--- src/rtl/cdc_sync_pkg.sv ---
// Shared types and elaboration helpers for the cdc_sync_bank synchroniser bank.
//   edge_mode_e : per-channel edge select encoding (off / rising / falling / both)
//   MIN_STAGES  : shortest flop chain accepted for metastability settling
//   stages_ok() : elaboration-time check applied by each channel instance
package cdc_sync_pkg;

  typedef enum logic [1:0] {
    EDGE_OFF  = 2'b00,
    EDGE_RISE = 2'b01,
    EDGE_FALL = 2'b10,
    EDGE_BOTH = 2'b11
  } edge_mode_e;

  localparam int unsigned MIN_STAGES = 2;

  function automatic bit stages_ok(input int unsigned stages);
    return stages >= MIN_STAGES;
  endfunction

endpackage

--- src/rtl/cdc_sync_bank_if.sv ---
// Bus bundle for cdc_sync_bank.
//   sig_in     : CH asynchronous level inputs, bit i is channel i
//   edge_mode  : 2 bits per channel, quasi-static, clk_b domain
//   cnt_clr    : per-channel synchronous event-counter clear
//   sig_sync   : synchronised (optionally filtered) levels
//   pulse_sync : one-cycle pulse per selected edge of sig_sync
//   evt_cnt    : per-channel saturating counters, channel i at [i*CNT_W +: CNT_W]
// master drives the inputs and observes the results; slave is the bank.
interface cdc_sync_bank_if #(
  parameter int unsigned CH    = 4,
  parameter int unsigned CNT_W = 16
);

  logic [CH-1:0]       sig_in;
  logic [2*CH-1:0]     edge_mode;
  logic [CH-1:0]       cnt_clr;
  logic [CH-1:0]       sig_sync;
  logic [CH-1:0]       pulse_sync;
  logic [CH*CNT_W-1:0] evt_cnt;

  modport master (
    output sig_in, edge_mode, cnt_clr,
    input  sig_sync, pulse_sync, evt_cnt
  );

  modport slave (
    input  sig_in, edge_mode, cnt_clr,
    output sig_sync, pulse_sync, evt_cnt
  );

endinterface

--- src/rtl/cdc_sync_chan.sv ---
// One synchroniser channel: STAGES-deep flop chain, optional glitch filter,
// edge detector with registered pulse, and saturating event counter.
// Compile-time option: CDC_SYNC_FILTER_EN adds the FILT_LEN-cycle glitch filter.
//   clk_b, rst_b : destination clock, asynchronous active-high reset
//   sig_in       : asynchronous level input
//   mode         : edge select (edge_mode_e encoding)
//   cnt_clr      : synchronous counter clear, takes priority over a pulse
//   sig_sync     : synchronised level
//   pulse_sync   : registered one-cycle edge pulse
//   evt_cnt      : saturating event count
module cdc_sync_chan
  import cdc_sync_pkg::*;
#(
  parameter int unsigned STAGES   = 2,
  parameter int unsigned FILT_LEN = 4,
  parameter int unsigned CNT_W    = 16
) (
  input  logic             clk_b,
  input  logic             rst_b,
  input  logic             sig_in,
  input  logic [1:0]       mode,
  input  logic             cnt_clr,
  output logic             sig_sync,
  output logic             pulse_sync,
  output logic [CNT_W-1:0] evt_cnt
);

  if (!stages_ok(STAGES) || FILT_LEN < 1) begin : g_param_err
    $error("cdc_sync_chan: STAGES must be >= MIN_STAGES and FILT_LEN >= 1");
  end

  (* ASYNC_REG = "TRUE" *) logic [STAGES-1:0] chain;
  logic chain_out;

  always_ff @(posedge clk_b or posedge rst_b) begin
    if (rst_b) chain <= '0;
    else       chain <= {chain[STAGES-2:0], sig_in};
  end

  assign chain_out = chain[STAGES-1];

`ifdef CDC_SYNC_FILTER_EN
  localparam int unsigned FW = $clog2(FILT_LEN + 1);

  logic          filt;
  logic [FW-1:0] fcnt;

  // fcnt counts consecutive cycles of disagreement; filt only follows
  // chain_out once it has disagreed for FILT_LEN cycles in a row.
  always_ff @(posedge clk_b or posedge rst_b) begin
    if (rst_b) begin
      filt <= 1'b0;
      fcnt <= '0;
    end else if (chain_out != filt) begin
      if (fcnt == FW'(FILT_LEN - 1)) begin
        filt <= chain_out;
        fcnt <= '0;
      end else begin
        fcnt <= fcnt + FW'(1);
      end
    end else begin
      fcnt <= '0;
    end
  end

  assign sig_sync = filt;
`else
  assign sig_sync = chain_out;
`endif

  logic sig_d;
  logic rise, fall, pulse_nxt;

  assign rise = sig_sync & ~sig_d;
  assign fall = ~sig_sync & sig_d;

  // Mode only gates edges already seen on sig_sync, so a mode change alone
  // can never produce a pulse.
  always_comb begin
    pulse_nxt = 1'b0;
    unique case (edge_mode_e'(mode))
      EDGE_RISE: pulse_nxt = rise;
      EDGE_FALL: pulse_nxt = fall;
      EDGE_BOTH: pulse_nxt = rise | fall;
      default:   pulse_nxt = 1'b0;
    endcase
  end

  always_ff @(posedge clk_b or posedge rst_b) begin
    if (rst_b) begin
      sig_d      <= 1'b0;
      pulse_sync <= 1'b0;
    end else begin
      sig_d      <= sig_sync;
      pulse_sync <= pulse_nxt;
    end
  end

  always_ff @(posedge clk_b or posedge rst_b) begin
    if (rst_b) begin
      evt_cnt <= '0;
    end else if (cnt_clr) begin
      evt_cnt <= '0;
    end else if (pulse_sync && (evt_cnt != '1)) begin
      evt_cnt <= evt_cnt + 1'b1;
    end
  end

endmodule

--- src/rtl/cdc_sync_bank.sv ---
// Multi-channel synchroniser bank bringing CH asynchronous single-bit levels
// into the clk_b domain with per-channel edge pulses and event counters.
// Channels are independent; do not pass multi-bit buses through this block.
// Compile-time option: CDC_SYNC_FILTER_EN enables the per-channel glitch filter.
//   clk_b : destination clock
//   rst_b : asynchronous active-high reset
//   bus   : cdc_sync_bank_if slave (sig_in, edge_mode, cnt_clr in;
//           sig_sync, pulse_sync, evt_cnt out)
module cdc_sync_bank
  import cdc_sync_pkg::*;
#(
  parameter int unsigned CH       = 4,
  parameter int unsigned STAGES   = 2,
  parameter int unsigned FILT_LEN = 4,
  parameter int unsigned CNT_W    = 16
) (
  input  logic           clk_b,
  input  logic           rst_b,
  cdc_sync_bank_if.slave bus
);

  logic [CH-1:0]       sig_sync_v;
  logic [CH-1:0]       pulse_sync_v;
  logic [CH*CNT_W-1:0] evt_cnt_v;

  for (genvar i = 0; i < CH; i++) begin : g_ch
    cdc_sync_chan #(
      .STAGES   (STAGES),
      .FILT_LEN (FILT_LEN),
      .CNT_W    (CNT_W)
    ) u_chan (
      .clk_b      (clk_b),
      .rst_b      (rst_b),
      .sig_in     (bus.sig_in[i]),
      .mode       (bus.edge_mode[2*i +: 2]),
      .cnt_clr    (bus.cnt_clr[i]),
      .sig_sync   (sig_sync_v[i]),
      .pulse_sync (pulse_sync_v[i]),
      .evt_cnt    (evt_cnt_v[i*CNT_W +: CNT_W])
    );
  end

  assign bus.sig_sync   = sig_sync_v;
  assign bus.pulse_sync = pulse_sync_v;
  assign bus.evt_cnt    = evt_cnt_v;

endmodule
--- src/flat_wrapper.sv ---
// flat-port wrapper written by rule: the top's interface ports become plain ports
module cdc_sync_bank_flat import cdc_sync_pkg::*;
#(
  parameter int unsigned CH       = 4,
  parameter int unsigned STAGES   = 2,
  parameter int unsigned FILT_LEN = 4,
  parameter int unsigned CNT_W    = 16
)
  (clk_b, rst_b, bus_sig_in, bus_edge_mode, bus_cnt_clr, bus_sig_sync, bus_pulse_sync, bus_evt_cnt);
  cdc_sync_bank_if #(.CH(CH), .CNT_W(CNT_W)) bus_i ();
  input  logic clk_b;
  input  logic rst_b;
  input wire logic [$bits(bus_i.sig_in)-1:0] bus_sig_in;
  input wire logic [$bits(bus_i.edge_mode)-1:0] bus_edge_mode;
  input wire logic [$bits(bus_i.cnt_clr)-1:0] bus_cnt_clr;
  output wire logic [$bits(bus_i.sig_sync)-1:0] bus_sig_sync;
  output wire logic [$bits(bus_i.pulse_sync)-1:0] bus_pulse_sync;
  output wire logic [$bits(bus_i.evt_cnt)-1:0] bus_evt_cnt;
  assign bus_i.sig_in = bus_sig_in;
  assign bus_i.edge_mode = bus_edge_mode;
  assign bus_i.cnt_clr = bus_cnt_clr;
  assign bus_sig_sync = bus_i.sig_sync;
  assign bus_pulse_sync = bus_i.pulse_sync;
  assign bus_evt_cnt = bus_i.evt_cnt;
  cdc_sync_bank #(.CH(CH), .STAGES(STAGES), .FILT_LEN(FILT_LEN), .CNT_W(CNT_W)) u_core (.clk_b(clk_b), .rst_b(rst_b), .bus(bus_i));
endmodule
--- config.mk ---
export PLATFORM = sky130hd
export DESIGN_NAME = cdc_sync_bank_flat
export DESIGN_NICKNAME = d
export VERILOG_FILES = /design/src/rtl/cdc_sync_pkg.sv /design/src/rtl/cdc_sync_bank_if.sv /design/src/rtl/cdc_sync_chan.sv /design/src/rtl/cdc_sync_bank.sv /design/src/flat_wrapper.sv
export SDC_FILE = /design/constraint.sdc
export NUM_CORES = 1
export LEC_CHECK = 0
export BUFFER_PORTS_ARGS = -buffer_cell sky130_fd_sc_hd__buf_2
export CORE_MARGIN = 3
export CORE_UTILIZATION = 42
export DETAILED_ROUTE_END_ITERATION = 8
export GPL_TIMING_DRIVEN = 0
export SLEW_MARGIN = 20
export SYNTH_ARGS = -nofsm -noshare
export SYNTH_HDL_FRONTEND = slang
export SYNTH_SLANG_ARGS = --single-unit
--- constraint.sdc ---
create_clock -name clk_b -period 4.75 [get_ports clk_b]
set_input_delay 0.2375 -clock clk_b [delete_from_list [all_inputs] [get_ports clk_b]]
set_output_delay 0.2375 -clock clk_b [all_outputs]
set_load 0.01 [all_outputs]
==> summary.md, run 1 <==
| Metric | Value |
|---|---|
| Max cap viols | `0` |
| Post_cts resized | `0` |
| CTS Buf Count | `9` |
| Chip Height | `106 µm` |
| RSZ-0062 raised after global routing | `false` |
| Worst-path clk slew | `100 ps` |
| Met2 WL | `around 4700 µm` |
| Crit path capture type | `flop` |
| Root Buffer | `clkbuf_8` |
| Die W | `~110 µm` |
| CP Max Fanout | `10` |
| List of most frequent post-synthesis cells | `dfrtp_1, a21oi_1, nand2_1` |
| # DRC | `0` |
| Synth area leader | `dfrtp_1` |
| Period utilization | `43.8%` |
| Fillcell total | `roughly 950` |
| Fin area | `about 5000 µm²` |
| Top cell type's share of synthesized area | `47.3%` |
| Initial antenna violation count | `0` |
| CTS tree | `done` |
| Global Route Usage Sum | `18.7%` |
| Max-Slew Margin vs Limit | `47.0%` |
| Count of state elements after synthesis | `80` |
| Mapped Area | `4240 µm²` |
| WHS | `78.5 ps` |
| Multi-input logic area | `slightly above 2000 µm²` |
| Post-Syn Nets | `468` |
| Synth cell types | `50` |
| Wire length on met1 | `around 4600 µm` |
| Startpoint types | `flop` |
| Cell repeated most along the worst path | `buf_4` |
| Avg Inst Size Synth | `between 9 and 10 µm²` |
| Final-stage net count | `571` |
| Fin. Hold Viols | `0` |
| First-pass GRT wire length | `approximately 17000 µm` |
| Req. time, crit path | `4970 ps` |
| Crit-path slowest cell | `o41ai_2` |
| Clock Skew | `13.4 ps` |
| Diode count | `0` |
| Placed instance area | `between 4000 and 5000 µm²` |
| F_max | `481 MHz` |
| Total gr overflow | `0` |
| Core box area | `around 10000 µm²` |
| Status | `finished, final reports clean` |
| PortBufs | `between 80 and 90` |
| Antenna Nets Post-Route | `0` |
| Worst Path Buf+Inv | `2` |
| Leakage | `0.00235 µW` |
| Initial core utilization | `43.3%` |
| WL final | `9990 µm` |
| CTS H-Tree Depth | `3` |
| Detailed-route via count | `between 3000 and 4000` |
| Crit-path cells | `ha_1 -> nand4_1 -> o41ai_2 -> buf_4 -> buf_4 -> mux2i_1 -> nor2_1` |
| Largest net degree at the start of global routing | `50` |
| RD Place Congestion | `0.820` |
| I/O pin cnt | `90` |
| Post-DR wirelength/cell | `14.7 µm` |
| Worst skew pair latency | `350 ps` |
| Pins Over Slew Limit | `0` |
| Max stage delay on crit path | `450 ps` |
| Layout area overhead | `20.6%` |
| Row cnt | `36` |
| Vias in the first global route | `3657` |
| Async set-reset flop share out of synthesis | `100%` |
| Ys Warns | `0` |
| CTS max path bufs | `2` |
| Metal3 WL | `465 µm` |
| Sequential cell area | `2000 µm²` |
| PD cells | `about 260 nW/µm²` |
| Top-count cell post-synth | `dfrtp_1` |
| Worst min path class | `in2reg` |
| Top_reg_cell synth | `dfrtp_1` |
| Clock sinks | `80` |
| Setup violators final | `0` |
| Via/cell ratio | `about 5.5` |
| First-pass DRT Iterations | `4` |
| DRT iter0 DRCs | `122` |
| Post-Syn Instances | `about 440` |
| EDFF count, synth | `0` |
| Synth area leaders | `dfrtp_1, a21oi_1, ha_1, nand2_1, o31ai_1` |
| Post-synthesis sequential area ratio | `47.3%` |
| Max Used Layer | `met4` |
| Crit path time final | `2080 ps` |
| CP Class | `reg2reg` |
| Crit path max-delay family | `compound AO/OA/AOI/OAI gates` |
| Share of layout cells above drive strength 1 | `24.0%` |
| Critical path arrival | `~2300 ps` |
| Worst Tran Pin Value | `788 ps` |
| Die area | `11300 µm²` |
| Peak VDD IR | `155 µV` |
| Setup TNS | `0 ps` |
| Detailed Place HPWL | `7070 µm` |
[per-layer routing]
layer,up-vias,global-route usage [%]
li1,1834,-
met1,1819,25.3
met2,77,30.2
met3,10,3.58
met4,0,6.21
met5,-,0
[area by class of cell]
type,count,area share [%]
inverters,22,1.67
plain buffers,21,2.57
flip-flops and latches,80,39.2
clock inverters,5,1.10
clock buffers,10,2.70
multi-input cells,315,39.5
repair buffers,92,9.95
well taps,133,3.26
[path summary, 6_finish.rpt]
path / endpoint / depth (start not counted) / slack (ps) / start
worst max-delay path: u_core.g_ch[1].u_chan.evt_cnt[1]$_DFFE_PP0P_ / 7 / 2670 / u_core.g_ch[1].u_chan.evt_cnt[0]$_DFFE_PP0P_
worst min-delay path: u_core.g_ch[0].u_chan.pulse_sync$_DFF_PP0_ / 2 / 80 / bus_edge_mode[0]
worst max register to register: u_core.g_ch[1].u_chan.evt_cnt[1]$_DFFE_PP0P_ / 7 / 2670 / u_core.g_ch[1].u_chan.evt_cnt[0]$_DFFE_PP0P_
worst min register to register: u_core.g_ch[3].u_chan.chain[1]$_DFF_PP0_ / 0 / 350 / u_core.g_ch[3].u_chan.chain[0]$_DFF_PP0_
max in group asynchronous: u_core.g_ch[3].u_chan.evt_cnt[4]$_DFFE_PP0P_ / 4 / 3710 / rst_b
min in group asynchronous: u_core.g_ch[1].u_chan.evt_cnt[3]$_DFFE_PP0P_ / 3 / 450 / rst_b
[per-stage QoR]
stage	total power (µW)	setup slack, ps	utilization (%)	std cells
detailed placement	821	2700	49.7	658
floorplan	781	2460	-	438
CTS	1340	2670	52.2	678
finish	1320	2670	52.2	678
global route	1380	2500	52.2	678
global placement	815	1320	49.4	657
[state kept, by name, summed over array words and instances (netlist names)]
| name | count |
|---|---|
| u_core.g_ch.u_chan.chain | 8 |
| u_core.g_ch.u_chan.evt_cnt | 64 |
| u_core.g_ch.u_chan.sig_d | 4 |
| u_core.g_ch.u_chan.pulse_sync | 4 |
[what timing repair did]
item                                    4_1_cts  5_1_grt
hold endpoints to repair                     35        0
setup buffers                                 0        0
hold buffers                                  5        0
endpoints found under the setup margin        0        0
[report_power, final]
part | leakage (µW) | switching, µW | internal, µW
Clock | 0.0000985 | 257 | 255
Sequential | 0.00108 | 14.3 | 694
Combinational | 0.00117 | 58.2 | 41.8
[cells in the final DEF, fill, tap and decap left out, types with 2 or more instances in the layout]
master         netlist  layout
buf_2                1      87
buf_1                2       2
clkinv_2             0       2
clkbuf_8             0      10
and4_1               6       6
nor4_1               9       9
o21ai_0             23      23
clkbuf_1             6       6
buf_4               10      10
dlygate4sd3_1        0       5
o41ai_1              3       3
nand4_2              2       2
dfrtp_1             80      80
xor2_1               5       5
a21oi_1             38      38
nand4_1             17      17
and2_1               2       2
or3_1               19      19
nor2b_1             11      11
o2111ai_1            2       2
nor2_1              30      30
nand3_1             15      15
nand4b_1             2       2
mux2i_1              6       6
o211ai_1             2       2
nor3_1               8       8
or4_1               16      16
inv_1               22      21
mux2_2               9       9
ha_1                12      12
o31ai_1             17      17
a211oi_1             4       4
and3_1               6       6
nand2_1             34      34
[cells by family after synthesis]
group	count (synthesis)	synth area share (%)
buffers and inverters	43	5.05
multiplexers	15	3.81
flip-flops	80	47.3
adder cells (fa/ha/maj)	12	3.54
XOR/XNOR	6	1.24
AO/OA/AOI/OAI	96	13.9
AND/OR/NAND/NOR	186	25.2
Power figures use the tool's default switching activity.
==> inputs of run 2 (changes only) <==
- clock period: 4.75 -> 2 ns (I/O delays scaled with it)
==> run 2 against run 1 <==
- critical path depth down 2
- die area unchanged
- fmax up 11%
==> summary.md, run 2 (synthesis results as in run 1) <==
| Metric | Value |
|---|---|
| PD cells | `586 nW/µm² (+130%)` |
| Leakage | `0.00238 µW (+1.3%)` |
| First-pass DRT Iterations | `4 (unchanged)` |
| Share of layout cells above drive strength 1 | `26.3% (+2.2 points)` |
| Worst skew pair latency | `350 ps (about the same)` |
| CP Class | `reg2reg` |
| First-pass GRT wire length | `16600 µm (-5.2%)` |
| Startpoint types | `flop` |
| Fin. Hold Viols | `0 (unchanged)` |
| Post-DR wirelength/cell | `14.4 µm (-2.0%)` |
| Setup WS pre-CTS | `-64.2 ps (-2760 ps)` |
| Antenna Nets Post-Route | `0 (unchanged)` |
| WL final | `9890 µm (-0.95%)` |
| Worst Tran Pin Value | `651 ps (-137 ps)` |
| Diode count | `0 (unchanged)` |
| Root Buffer | `clkbuf_8` |
| WHS | `14.2 ps (-64.3 ps)` |
| F_max | `534 MHz (+11%)` |
| Post-Route Utilization | `53.6% (+1.3 points)` |
| Row cnt | `36 (unchanged)` |
| Detailed-route via count | `3815 (+2.0%)` |
| Hold path depth | `3 (+1)` |
| Crit Reg-Reg Startpoint | `u_core.g_ch[3].u_chan.evt_cnt[0]$_DFFE_PP0P_` |
| Chip Height | `106 µm (unchanged)` |
| Max cap viols | `0 (unchanged)` |
| Worst Setup SP | `u_core.g_ch[3].u_chan.evt_cnt[0]$_DFFE_PP0P_` |
| RD Place Congestion | `0.824 (+0.48%)` |
| Reg2Reg Depth | `5 (-2)` |
| Max-Slew Margin vs Limit | `56.3% (+9.3 points)` |
| Die area | `11300 µm² (unchanged)` |
| CTS max path bufs | `2 (unchanged)` |
| Clock Skew | `12.3 ps (-1.11 ps)` |
| Clock sinks | `80 (unchanged)` |
| Period utilization | `93.7% (+50 points)` |
| Largest net degree at the start of global routing | `32 (-36%)` |
| Pins Over Slew Limit | `0 (unchanged)` |
| RSZ-0062 raised after global routing | `true` |
| Via/cell ratio | `5.57 (+0.96%)` |
| Detailed Place HPWL | `7050 µm (-0.29%)` |
| Initial core utilization | `43.3% (unchanged)` |
| Top Registers | `u_core.g_ch.u_chan.evt_cnt: 64 flops, u_core.g_ch.u_chan.chain: 8 flops` |
| CTS Buf Count | `9 (unchanged)` |
| Global Route Usage Sum | `17.8% (-0.86 points)` |
| Core box area | `9770 µm² (unchanged)` |
| Status | `finished, final reports clean` |
| # DRC | `0 (unchanged)` |
| Final-stage net count | `580 (+1.6%)` |
| Most frequent cells in the layout | `buf_2, dfrtp_1, a21oi_1, nand2_1, nor2_1` |
| Reg2reg end | `u_core.g_ch[3].u_chan.evt_cnt[10]$_DFFE_PP0P_` |
| Placed instance area | `4880 µm² (+0.28%)` |
| Total gr overflow | `0 (unchanged)` |
| Max FFs per register | `64 (unchanged)` |
| Hold Crit Endpoint | `u_core.g_ch[3].u_chan.pulse_sync$_DFF_PP0_` |
| Crit path time final | `1870 ps (-207 ps)` |
| Largest register by flop count | `u_core.g_ch.u_chan.evt_cnt` |
| Critical path arrival | `2150 ps (-150 ps)` |
| Hold Crit Start | `bus_edge_mode[7]` |
| Peak VDD IR | `298 µV (+92%)` |
| I/O pin cnt | `90 (unchanged)` |
| Most common cell after layout, fill and taps aside | `buf_2` |
| Initial antenna violation count | `0 (unchanged)` |
| Setup ws final | `126 ps (-2540 ps)` |
| Fin area | `5240 µm² (+2.5%)` |
| Worst reg2reg setup slack | `130 ps (-2540 ps)` |
| Setup violators final | `0 (unchanged)` |
| Req. time, crit path | `2280 ps (-2690 ps)` |
| PortBufs | `86 (unchanged)` |
| Layout area overhead | `23.6%` |
| Worst min path class | `in2reg` |
| DRT iter0 DRCs | `131 (+7.4%)` |
| CP Max Fanout | `6 (-4)` |
| Total power draw | `3070 µW (+130%)` |
| CTS tree | `done` |
| Die W | `106 µm (unchanged)` |
| Worst-path clk slew | `80 ps (-20 ps)` |
| Crit path capture type | `flop` |
| Vias in the first global route | `3511 (-4.0%)` |
| CTS H-Tree Depth | `3 (unchanged)` |
==> run 2: cell types whose count changed in the layout (fill, tap and decap cells not counted), moves of 3 or more <==
cell	change
nor4_2	+3
dfrtp_2	+5
nor4_1	-3
dlygate4sd3_1	+4
buf_4	+3
dfrtp_1	-5
clkbuf_8	+3
==> run 2: final cells by class <==
class,count,area [µm²]
clock buffers,13,179
plain buffers,21,135
repair buffers,101,591
well taps,133,166
fillers,942,4540
inverters,22,86.3
multi-input cells,315,2070
flip-flops and latches,80,2010
==> run 2: per-layer routing <==
metal | share of wire [%] | global-route usage [%]
met2 | 46 | 27.4
met5 | 0 | 0
met4 | 1.6 | 7.03
met1 | 47 | 24.4
met3 | 5.0 | 4.13
==> run 2: worst max-delay path by stage <==
| stage | to | slack (ps) | cells after the start |
|---|---|---|---|
| finish | u_core.g_ch[3].u_chan.evt_cnt[10]$_DFFE_PP0P_ | 130 | 5 |
| global route | u_core.g_ch[2].u_chan.evt_cnt[7]$_DFFE_PP0P_ | -70 | 4 |
| CTS | u_core.g_ch[1].u_chan.evt_cnt[1]$_DFFE_PP0P_ | 10 | 7 |
| detailed placement | u_core.g_ch[1].u_chan.evt_cnt[1]$_DFFE_PP0P_ | -60 | 7 |
| global placement | u_core.g_ch[3].u_chan.evt_cnt[5]$_DFFE_PP0P_ | -90 | 6 |
| floorplan | u_core.g_ch[1].u_chan.evt_cnt[1]$_DFFE_PP0P_ | 180 | 7 |
==> run 2: where the power goes <==
group / internal [µW] / total (µW) / leakage (µW) / switching (µW)
Combinational: 114 / 256 / 0.00121 / 142
Clock: 568 / 1120 / 0.0000935 / 557
Sequential: 1650 / 1690 / 0.00107 / 36.3
==> run 2: stage by stage <==
step / TNS, ps / instances
after floorplan: 0 / 438
final: 0 / 685
after global routing: -176 / 685
after CTS: 0 / 681
after detailed placement: -183 / 659
after global placement: -182 / 657
==> run 2: worst max-delay path, stage by stage (launching register included) <==
cell     delay, ps
dfrtp_1        410
ha_2           250
nand2_1        140
or3_1          420
or4_1          430
a21oi_1        160
==> run 2: timing repair <==
action	in CTS	in global routing
hold buffers	9	0
pin swaps	0	3
endpoints found under the setup margin	12	24
gates resized for setup	4	10
hold endpoints to repair	26	0
buffers inserted	0	4
